$ cat config.mk
export PLATFORM = sky130hd
export DESIGN_NAME = vram_scan_arbiter
export DESIGN_NICKNAME = d
export VERILOG_FILES = /design/src/rtl/vram_scan_pkg.sv /design/src/rtl/vram_pixel_shifter.sv /design/src/rtl/vram_scan_arbiter.sv
export SDC_FILE = /design/constraint.sdc
export NUM_CORES = 1
export LEC_CHECK = 0
export ABC_AREA = 1
export CAP_MARGIN = 40
export CORE_MARGIN = 5
export CORE_UTILIZATION = 45
export CTS_CLUSTER_SIZE = 16
export DETAILED_ROUTE_END_ITERATION = 8
export GPL_TIMING_DRIVEN = 0
export PLACE_DENSITY_LB_ADDON = 0.05
export SETUP_SLACK_MARGIN = 0.5
export SYNTH_ARGS = -nofsm -noshare
export SYNTH_HDL_FRONTEND = slang
export SYNTH_SLANG_ARGS = --single-unit
$ cat constraint.sdc
create_clock -name clk -period 2.06 [get_ports clk]
set_input_delay 0.515 -clock clk [delete_from_list [all_inputs] [get_ports clk]]
set_output_delay 0.515 -clock clk [all_outputs]
set_load 0.02 [all_outputs]
$ cat src/rtl/vram_scan_pkg.sv
// vram_scan_pkg
//   Shared constants and the RAM-slot FSM encoding for the VRAM scan arbiter.
//   160x120 logical pixels at 4 bpp (3 bits used), 4 pixels per 16-bit word,
//   each logical pixel replicated 4x4 onto a 640x480 screen.
`timescale 1ns/1ps

package vram_scan_pkg;

  localparam int ADDR_W       = 13;
  localparam int DATA_W       = 16;
  localparam int PIX_PER_WORD = 4;
  localparam int PIX_W        = 3;
  localparam int SCALE_LOG2   = 2;
  localparam int H_WORDS      = 40;
  localparam int V_LINES      = 120;
  localparam int VRAM_DEPTH   = H_WORDS * V_LINES;
  localparam int GROUP_LEN    = PIX_PER_WORD << SCALE_LOG2;
  localparam int G_W          = $clog2(GROUP_LEN);
  localparam int PX_IDX_W     = $clog2(PIX_PER_WORD);
  localparam int W_W          = $clog2(H_WORDS);
  localparam int SL_W         = 10;

  typedef enum logic [1:0] {
    IDLE     = 2'd0,
    DISP_RD  = 2'd1,
    DISP_CAP = 2'd2,
    HOST_OP  = 2'd3
  } ram_state_t;

endpackage

$ cat src/rtl/vram_pixel_shifter.sv
// vram_pixel_shifter
//   Double-buffered word holder (cur/nxt) and group counter that serialises one
//   prefetched VRAM word into GROUP_LEN screen pixels.
// Ports
//   clk, resetn   pixel clock, asynchronous active-low reset
//   line_pre      start of a new active line: restart the group counter
//   pix_active    visible pixel this cycle
//   cap_valid     cap_data holds the next prefetched word
//   cap_data      prefetched word
//   boundary      combinational: first pixel of a group (triggers next fetch)
//   color_px      registered RGB, one clock behind pix_active
//   underrun      sticky: a group started with no prefetched word available
`timescale 1ns/1ps

module vram_pixel_shifter
  import vram_scan_pkg::*;
(
  input  logic              clk,
  input  logic              resetn,
  input  logic              line_pre,
  input  logic              pix_active,
  input  logic              cap_valid,
  input  logic [DATA_W-1:0] cap_data,
  output logic              boundary,
  output logic [PIX_W-1:0]  color_px,
  output logic              underrun
);

  logic [DATA_W-1:0]   cur_reg;
  logic [DATA_W-1:0]   nxt_reg;
  logic                nxt_valid_reg;
  logic                blank_reg;
  logic [G_W-1:0]      g_reg;
  logic [DATA_W-1:0]   word;
  logic [PX_IDX_W-1:0] px_idx;
  logic                black;
  logic [PIX_W-1:0]    pix_arr [PIX_PER_WORD];
  logic [PIX_PER_WORD-1:0] pad_bits_unused;

  assign boundary = pix_active && (g_reg == '0);

  // On the first pixel of a group the new word has not been moved into cur yet,
  // so it is read straight from nxt.
  assign word   = (g_reg == '0) ? nxt_reg : cur_reg;
  assign px_idx = g_reg[G_W-1:SCALE_LOG2];
  // A group that started without a valid word stays black for all its pixels.
  assign black  = (g_reg == '0) ? !nxt_valid_reg : blank_reg;

  for (genvar gi = 0; gi < PIX_PER_WORD; gi++) begin : g_unpack
    assign pix_arr[gi]         = word[4*gi +: PIX_W];
    assign pad_bits_unused[gi] = word[4*gi + PIX_W];
  end

  always_ff @(posedge clk or negedge resetn) begin
    if (!resetn) begin
      cur_reg       <= '0;
      nxt_reg       <= '0;
      nxt_valid_reg <= 1'b0;
      blank_reg     <= 1'b0;
      g_reg         <= '0;
      color_px      <= '0;
      underrun      <= 1'b0;
    end else begin
      if (line_pre)
        g_reg <= '0;
      else if (pix_active)
        g_reg <= g_reg + 1'b1;

      if (boundary) begin
        cur_reg       <= nxt_reg;
        nxt_valid_reg <= 1'b0;
        blank_reg     <= !nxt_valid_reg;
        if (!nxt_valid_reg)
          underrun <= 1'b1;
      end
      // Leftovers from the previous line must never be shown on the new one.
      if (line_pre)
        nxt_valid_reg <= 1'b0;
      if (cap_valid) begin
        nxt_reg       <= cap_data;
        nxt_valid_reg <= 1'b1;
      end

      color_px <= (pix_active && !black) ? pix_arr[px_idx] : '0;
    end
  end

endmodule

$ cat src/rtl/vram_scan_arbiter.sv
// vram_scan_arbiter
//   Shares one single-port synchronous VRAM between display prefetch and a
//   host port. Display fetches have strict priority; the host uses idle slots.
// Ports
//   clk, resetn          pixel clock, asynchronous active-low reset
//   sof, line_pre        frame / line start pulses from the VGA timing generator
//   pix_active           visible pixel
//   color_px             registered RGB output
//   host_valid/ready/we/addr/wdata   host request handshake (ready = accepted)
//   host_rvalid/rdata    host read return
//   ram_en/we/addr/wdata/rdata       VRAM macro port (rdata 1 clk after read)
//   underrun             sticky prefetch underrun flag
// Build option
//   VRAM_ARB_HOST_RD_EN  defined: host reads supported. Undefined: host is
//                        write-only; reads are accepted and dropped.
`timescale 1ns/1ps

module vram_scan_arbiter
  import vram_scan_pkg::*;
(
  input  logic              clk,
  input  logic              resetn,
  input  logic              sof,
  input  logic              line_pre,
  input  logic              pix_active,
  output logic [PIX_W-1:0]  color_px,
  input  logic              host_valid,
  output logic              host_ready,
  input  logic              host_we,
  input  logic [ADDR_W-1:0] host_addr,
  input  logic [DATA_W-1:0] host_wdata,
  output logic              host_rvalid,
  output logic [DATA_W-1:0] host_rdata,
  output logic              ram_en,
  output logic              ram_we,
  output logic [ADDR_W-1:0] ram_addr,
  output logic [DATA_W-1:0] ram_wdata,
  input  logic [DATA_W-1:0] ram_rdata,
  output logic              underrun
);

`ifdef VRAM_ARB_HOST_RD_EN
  localparam bit HOST_RD = 1'b1;
`else
  localparam bit HOST_RD = 1'b0;
`endif

  ram_state_t        state_reg, state_next;
  logic [SL_W-1:0]   sl_reg;
  logic [SL_W-1:0]   sl_eff;
  logic [SL_W-1:0]   row;
  logic [ADDR_W-1:0] base_reg;
  logic [ADDR_W-1:0] line_base;
  logic [ADDR_W-1:0] fetch_addr;
  logic [W_W-1:0]    w_reg;
  logic              more_words;
  logic              disp_req_reg;
  logic              gen_reg;
  logic              tag_reg;
  logic              boundary;
  logic              cap_valid;
  logic              in_range;
  logic              host_ram;

  // sof takes effect before a coincident line_pre.
  assign sl_eff     = sof ? '0 : sl_reg;
  assign row        = sl_eff >> SCALE_LOG2;
  assign line_base  = ADDR_W'(32'(row) * H_WORDS);
  assign more_words = (32'(w_reg) + 1) < H_WORDS;
  assign fetch_addr = base_reg + ADDR_W'(w_reg);
  assign in_range   = 32'(host_addr) < VRAM_DEPTH;
  assign host_ram   = in_range && (host_we || HOST_RD);

  // A capture is only kept if no line_pre happened since its read was issued
  // (gen toggles per line_pre; tag records gen at read time).
  assign cap_valid  = (state_reg == DISP_CAP) && (tag_reg == gen_reg) && !line_pre;

  always_ff @(posedge clk or negedge resetn) begin
    if (!resetn) begin
      state_reg    <= IDLE;
      sl_reg       <= '0;
      base_reg     <= '0;
      w_reg        <= '0;
      disp_req_reg <= 1'b0;
      gen_reg      <= 1'b0;
      tag_reg      <= 1'b0;
    end else begin
      state_reg <= state_next;
      if (sof)
        sl_reg <= '0;
      if (line_pre) begin
        base_reg <= line_base;
        w_reg    <= '0;
        sl_reg   <= sl_eff + 1'b1;
        gen_reg  <= ~gen_reg;
      end else if (boundary && more_words) begin
        w_reg <= w_reg + 1'b1;
      end
      // A new request wins over the clear issued by the read it would follow.
      if (line_pre || (boundary && more_words))
        disp_req_reg <= 1'b1;
      else if (state_reg == DISP_RD)
        disp_req_reg <= 1'b0;
      if (state_reg == DISP_RD)
        tag_reg <= gen_reg;
    end
  end

  always_comb begin
    state_next = state_reg;
    host_ready = 1'b0;
    ram_en     = 1'b0;
    ram_we     = 1'b0;
    ram_addr   = '0;
    ram_wdata  = '0;
    case (state_reg)
      IDLE: begin
        if (disp_req_reg)
          state_next = DISP_RD;
        else if (host_valid)
          state_next = HOST_OP;
      end
      DISP_RD: begin
        ram_en     = 1'b1;
        ram_addr   = fetch_addr;
        state_next = DISP_CAP;
      end
      DISP_CAP: begin
        if (disp_req_reg)
          state_next = DISP_RD;
        else if (host_valid)
          state_next = HOST_OP;
        else
          state_next = IDLE;
      end
      HOST_OP: begin
        host_ready = 1'b1;
        if (host_ram) begin
          ram_en    = 1'b1;
          ram_we    = host_we;
          ram_addr  = host_addr;
          ram_wdata = host_wdata;
        end
        state_next = disp_req_reg ? DISP_RD : IDLE;
      end
      default: state_next = IDLE;
    endcase
  end

`ifdef VRAM_ARB_HOST_RD_EN
  logic rd_pend_reg;
  logic rd_inr_reg;

  always_ff @(posedge clk or negedge resetn) begin
    if (!resetn) begin
      rd_pend_reg <= 1'b0;
      rd_inr_reg  <= 1'b0;
    end else begin
      rd_pend_reg <= (state_reg == HOST_OP) && !host_we;
      rd_inr_reg  <= in_range;
    end
  end

  // RAM output is already registered; it is valid the cycle after HOST_OP.
  assign host_rvalid = rd_pend_reg;
  assign host_rdata  = (rd_pend_reg && rd_inr_reg) ? ram_rdata : '0;
`else
  assign host_rvalid = 1'b0;
  assign host_rdata  = '0;
`endif

  vram_pixel_shifter u_shifter (
    .clk        (clk),
    .resetn     (resetn),
    .line_pre   (line_pre),
    .pix_active (pix_active),
    .cap_valid  (cap_valid),
    .cap_data   (ram_rdata),
    .boundary   (boundary),
    .color_px   (color_px),
    .underrun   (underrun)
  );

endmodule

-- Word level (Yosys, flattened, before mapping)
Cells that the tools add are included.
- flip-flop bits (word level): 71
- input port bits: 52
- output and inout port bits: 53
- add/subtract/negate cells: 5
- multipliers: 1
- magnitude comparators: 3
- equality and inequality tests: 5
- multiplexer cells: 32
- bitwise gates (word level): 3
- reduce and logical (&&, ||, !) cells: 17
- operators by type and width (cell ; number):
    two-way mux 16 bit ; 2
    case mux 13 bit (2 select lines) ; 1
    two-way mux 10 bit ; 2
    two-way mux 15 bit ; 1
    adder 13 x 6 -> 13 bit ; 1
    < comparator 13 bit (second input constant) ; 1
    two-way mux 13 bit ; 1
    two-way mux 6 bit ; 2
    two-way mux 1 bit ; 11
    adder 10 x 1 -> 10 bit (second input constant) ; 1
    multiplier 8 x 3 -> 10 bit (second input constant) ; 1
    two-way mux 3 bit ; 3
    two-way mux 2 bit ; 4
    two-way mux 4 bit ; 2
    case mux 2 bit (4 select lines) ; 1
    adder 6 x 1 -> 7 bit (second input constant) ; 1
    < comparator 7 x 6 -> 1 bit (second input constant) ; 1
    adder 6 x 1 -> 6 bit (second input constant) ; 1
    binary-select mux 3 bit (select 2 bit) ; 1
    logical AND 1 bit ; 6
    nonzero test 2 bit ; 3
    adder 4 x 1 -> 4 bit (second input constant) ; 1
    equality test 2 bit (second input constant) ; 2
    zero test 4 bit ; 1
    other kinds (12) ; 15

-- Longest topological paths before layout
- depth after elaboration: 6
- gate-level depth with buffers: 14
- depth with buffers taken out: 14

-- By module
Synthesis repeated with hierarchy kept, for this count alone.
- cell total of the unflattened synthesis: 537
- area, all modules: 4082.7 um^2
- modules (own cells, without submodules) (module ; instances ; cells each ; area an instance (um^2)):
    vram_scan_arbiter ; 1 ; 375 ; 2561.2
    vram_pixel_shifter ; 1 ; 162 ; 1521.5

-- Least setup slack after synthesis
Ideal clock, no wire load.
- path kind: reg2out
- start point: reg w_reg[3]
- end point: out ram_addr[9]
- arrival: 1705 ps
- required time: 1545 ps
- setup slack: -160 ps
- stages on the path, launching flop included: 11
- path buffers: 0
- cell sequence: dfrtp_1 ha_1 inv_1 fa_1 inv_1 nand2_1 nand2_1 nand2_1 o21ai_0 o211ai_1 o21ai_0
- word-level cells in the longest chain between the ends: 2
- ends and longest elaborated chain (item ; line ; RTL):
    from (decl) ; vram_scan_arbiter.sv:55 ; logic [W_W-1:0] w_reg;
    from (signal assigned) ; vram_scan_arbiter.sv:97 ; w_reg <= w_reg + 1'b1;
    adder 13 x 6 -> 13 bit ; vram_scan_arbiter.sv:70 ; assign fetch_addr = base_reg + ADDR_W'(w_reg);
    case mux 13 bit (2 select lines) ; vram_scan_arbiter.sv:116 ; case (state_reg)
    to (decl) ; vram_scan_arbiter.sv:36 ; output logic [ADDR_W-1:0] ram_addr,
Every way passes these cells.

-- Worst setup path after layout
- start point: reg base_reg[3]
- end point: out ram_addr[9]
- word-level cells in the longest chain between the ends: 2
- ends and longest elaborated chain (item ; line ; RTL):
    from (decl) ; vram_scan_arbiter.sv:52 ; logic [ADDR_W-1:0] base_reg;
    from (signal assigned) ; vram_scan_arbiter.sv:92 ; base_reg <= line_base;
    adder 13 x 6 -> 13 bit ; vram_scan_arbiter.sv:70 ;
    case mux 13 bit (2 select lines) ; vram_scan_arbiter.sv:116 ;
Every way passes these cells.

==> implementation parameters <==
Parameter                              Value

STA
  Final critical path time including I/O delays and setup    2.482 ns
  Relative slew slack    0.4575
  RSZ-0062 raised after global routing    yes
  Slew at the pin with the worst max-slew slack    0.8137 ns
  Number of endpoints with negative hold slack in the final report    0
  Slew Viols, Final    0
  Post-route worst setup slack    -0.4219 ns
  Final setup violation count    25
  Top achievable clock speed    0.4029 GHz
  Setup skew after layout    0.008326 ns
  Aggregate negative setup slack    -4.356 ns
  Fin crit share    1.205

Worst setup path
  Worst R2R Setup Slack    0.14 ns
  R2r worst-path depth    12
  Worst setup EP type    primary output
  Startpoint of the most critical register-to-register path    sl_reg[4]
  Data required, critical path    1.54 ns
  Worst Setup Path Type    reg2out
  Kind of start point of the critical path    flop
  FF-to-FF End    base_reg[12]
  Arrival time reported for the critical path endpoint    1.97 ns
  Critical-path maximum fanout    4

CTS
  CTS buffer count    9
  Longest Clk Path Bufs    2
  H-Tree Level Count    3
  TritonCTS Sinks    65
  CTS tree    yes
  CTS clk-pin slew, worst paths    0.07 ns
  Hold bufs inserted after CTS    0
  Clock latency of the later-clocked register in the worst-skew pair    0.34 ns
  Master cell of the clock root buffer    clkbuf_8

Floorplan
  I/O pin count    105
  Placeable core area    8721 sq um
  Die extent in y    104.7 um
  Effective utilization at floorplan    0.4626
  Std-Cell Rows    34
  Area enclosed by the die boundary    10960 sq um
  Die boundary width    104.7 um

Yosys
  Post-synthesis cell count    541
  Sequential share of the synthesized area    0.4032
  Number of synthesized flops with an enable pin    0
  Yosys Warn Count    0
  Prevailing post-synth register cell    dfrtp_1
  Netlist cell types    38
  Avg Cell Area, Syn    7.456 sq um
  Mapped Area    4034 sq um
  FFs w/ async S/R, synth    1.000
  FF+latch count, synth    65

Route
  Drt first-iter violations    175
  Vias after detailed routing    3981
  Antenna Nets Post-Route    0
  Post-DR wirelength/cell    13.48 um
  First-pass DRT Iterations    4
  Drt total wl    11.08 mm
  Number of DRC violations after detailed routing    0
  Vias per inst    4.843

GRT
  Global-route wire length before repair    18.82 mm
  Antenna violations before repair    0
  Total grt overflow    0
  Total routing usage reported by global routing    0.2048
  Largest net degree at the start of global routing    66
  Number of global-route vias before repair    3990

Power and ir drop
  Clock network power share    0.261
  Combinational fraction of design power    0.369
  Areal power density over the cells    725.2 nW/um^2
  Leakage power summed over all cells    3.391 nW
  Part of the power in registers    0.369
  Net switching power figure    0.001568 W
  Switching share of power    0.3324
  Worst ir drop on vdd    0.0004568 V
  Design internal power    0.003150 W

Placed design
  # port buffers    82
  RD Place Congestion    0.8268
  DP Wirelength    7.504 mm
  DP Worst Slack    -1.038 ns

Layout
  Number of inserted diodes    0
  Synth-to-Final Area Change    61.29%
  Share of post-route cells with drive strength above 1    0.3768
  Utilization of the core after routing    0.7461
  Number of nets in the finished design    778

Worst hold path
  Worst hold-check path type    in2async

Run status
  Run status    complete, but fails checks
  Failing checks    setup timing

Run
  Max Cap Violations    0
kinds of logic (layout without fill, tap and decap cells):
logic type | Yosys count | in the layout | synth area share
xor gates and xnor gates | 10 | 10 | 0.02171
DFF | 65 | 65 | 0.4032
AOI/OAI and AO/OA | 79 | 79 | 0.1045
and+or+nand+nor | 241 | 241 | 0.2726
adders and majority gates | 17 | 17 | 0.05645
buffers and inverters | 128 | 285 | 0.1405
other | 1 | 17 | 0.0009296
placed cells by master (no fill, tap or decap), drive strengths merged:
cell / Yosys / final
inv: 100 / 99
xnor2: 3 / 3
a31oi: 3 / 3
nor2: 52 / 52
o211ai: 3 / 3
o31ai: 2 / 2
nand2: 139 / 139
conb: 1 / 17
clkdlybuf4s50: 0 / 35
fa: 2 / 2
o22ai: 4 / 4
clkinv: 0 / 2
buf: 27 / 125
a21o: 1 / 1
nand3: 27 / 27
a21oi: 14 / 14
clkinvlp: 0 / 2
dfrtp: 65 / 65
dlymetal6s2s: 0 / 1
a211oi: 1 / 1
clkdlybuf4s15: 0 / 3
nor3: 2 / 2
nand4: 17 / 17
clkbuf: 1 / 13
or2: 2 / 2
dlygate4sd2: 0 / 3
o21ai: 51 / 51
bufinv: 0 / 2
xor2: 7 / 7
ha: 15 / 15
nand3b: 2 / 2
synth_stat cells (2+ instances only):
| cell type | number | area share |
|---|---|---|
| a21oi_1 | 14 | 0.017 |
| a31oi_1 | 3 | 0.0047 |
| buf_2 | 10 | 0.012 |
| buf_4 | 17 | 0.032 |
| dfrtp_1 | 65 | 0.40 |
| fa_1 | 2 | 0.0099 |
| ha_1 | 15 | 0.047 |
| inv_1 | 92 | 0.086 |
| inv_2 | 5 | 0.0047 |
| inv_4 | 2 | 0.0031 |
| nand2_1 | 135 | 0.13 |
| nand2_2 | 3 | 0.0047 |
| nand3_1 | 24 | 0.030 |
| nand3_2 | 2 | 0.0050 |
| nand3b_1 | 2 | 0.0037 |
| nand4_1 | 16 | 0.025 |
| nor2_1 | 43 | 0.040 |
| nor2_2 | 6 | 0.0093 |
| nor2_8 | 2 | 0.0099 |
| o211ai_1 | 3 | 0.0056 |
| o21ai_0 | 34 | 0.042 |
| o21ai_1 | 17 | 0.021 |
| o22ai_1 | 4 | 0.0062 |
| o31ai_1 | 2 | 0.0037 |
| or2_2 | 2 | 0.0031 |
| xnor2_1 | 3 | 0.0065 |
| xor2_1 | 7 | 0.015 |
layout make-up:
type / instances / area (sq um)
Multi-Input combinational cell: 364 / 2459
Clock buffer: 11 / 151.4
Buffer: 28 / 214.0
Inverter: 100 / 415.4
Timing Repair Buffer: 141 / 1425
Clock inverter: 5 / 77.57
Sequential cell: 65 / 1629
Fill cell: 656 / 2215
Tap cell: 108 / 135.1
how the worst max path moves through the flow:
stage | start | endpoint | slack, ns | depth (start not counted)
floorplan | w_reg[3] | ram_addr[9] | 0.0009 | 10
global placement | resetn | base_reg[11] | -1.64 | 1
detailed placement | sof | base_reg[12] | -1.04 | 14
CTS | base_reg[3] | ram_addr[9] | -0.45 | 11
global route | base_reg[3] | ram_addr[9] | -0.54 | 11
finish | base_reg[3] | ram_addr[9] | -0.42 | 11
per-layer routing:
layer / up-vias / track usage / wire (um)
met1: 1841 / 0.2645 / 4866
met2: 110 / 0.3507 / 5509
met5: - / 0 / 0
met4: 0 / 0.06210 / 157
li1: 2018 / - / -
met3: 12 / 0.03699 / 548
power groups by stage:
stage | logic, W | clock network [W] | registers, W
6_report | 0.00174 | 0.00123 | 0.00174
5_1_grt | 0.00193 | 0.00132 | 0.00177
2_1_floorplan | 0.000921 | 0 | 0.00173
3_5_place_dp | 0.00138 | 0 | 0.00176
4_1_cts | 0.00161 | 0.00127 | 0.00174
3_3_place_gp | 0.00135 | 0 | 0.00176
metrics by stage:
stage               cells  hold slack [ns]  instance area, sq um  total power (W)
finish                822           0.2611                  6506         0.004718
global route          822           0.3159                  6506         0.005020
CTS                   803           0.2862                  6255         0.004620
detailed placement    747           0.4530                  5480         0.003135
global placement      747           0.4508                  5483         0.003104
floorplan             557           0.2194                  4527         0.002647
worst max-delay path, cell delays in order (launching register included):
cell and delay (ns):
dfrtp_1 0.40, ha_4 0.16, inv_2 0.04, fa_2 0.32, inv_2 0.07, nand2_2 0.06, nand2_4 0.08, nand2_4 0.06
o21ai_2 0.13, o211ai_1 0.11, o21ai_2 0.08, buf_6 0.13
timing repair:
action                                  CTS  global route
gates cloned                              2             0
resized for setup                       278            35
pin swaps                                38            23
buffers inserted                         38            19
endpoints found under the setup margin   71            51
hold endpoints to repair                  0             0
Note: power is estimated with default switching activity, not from simulation.
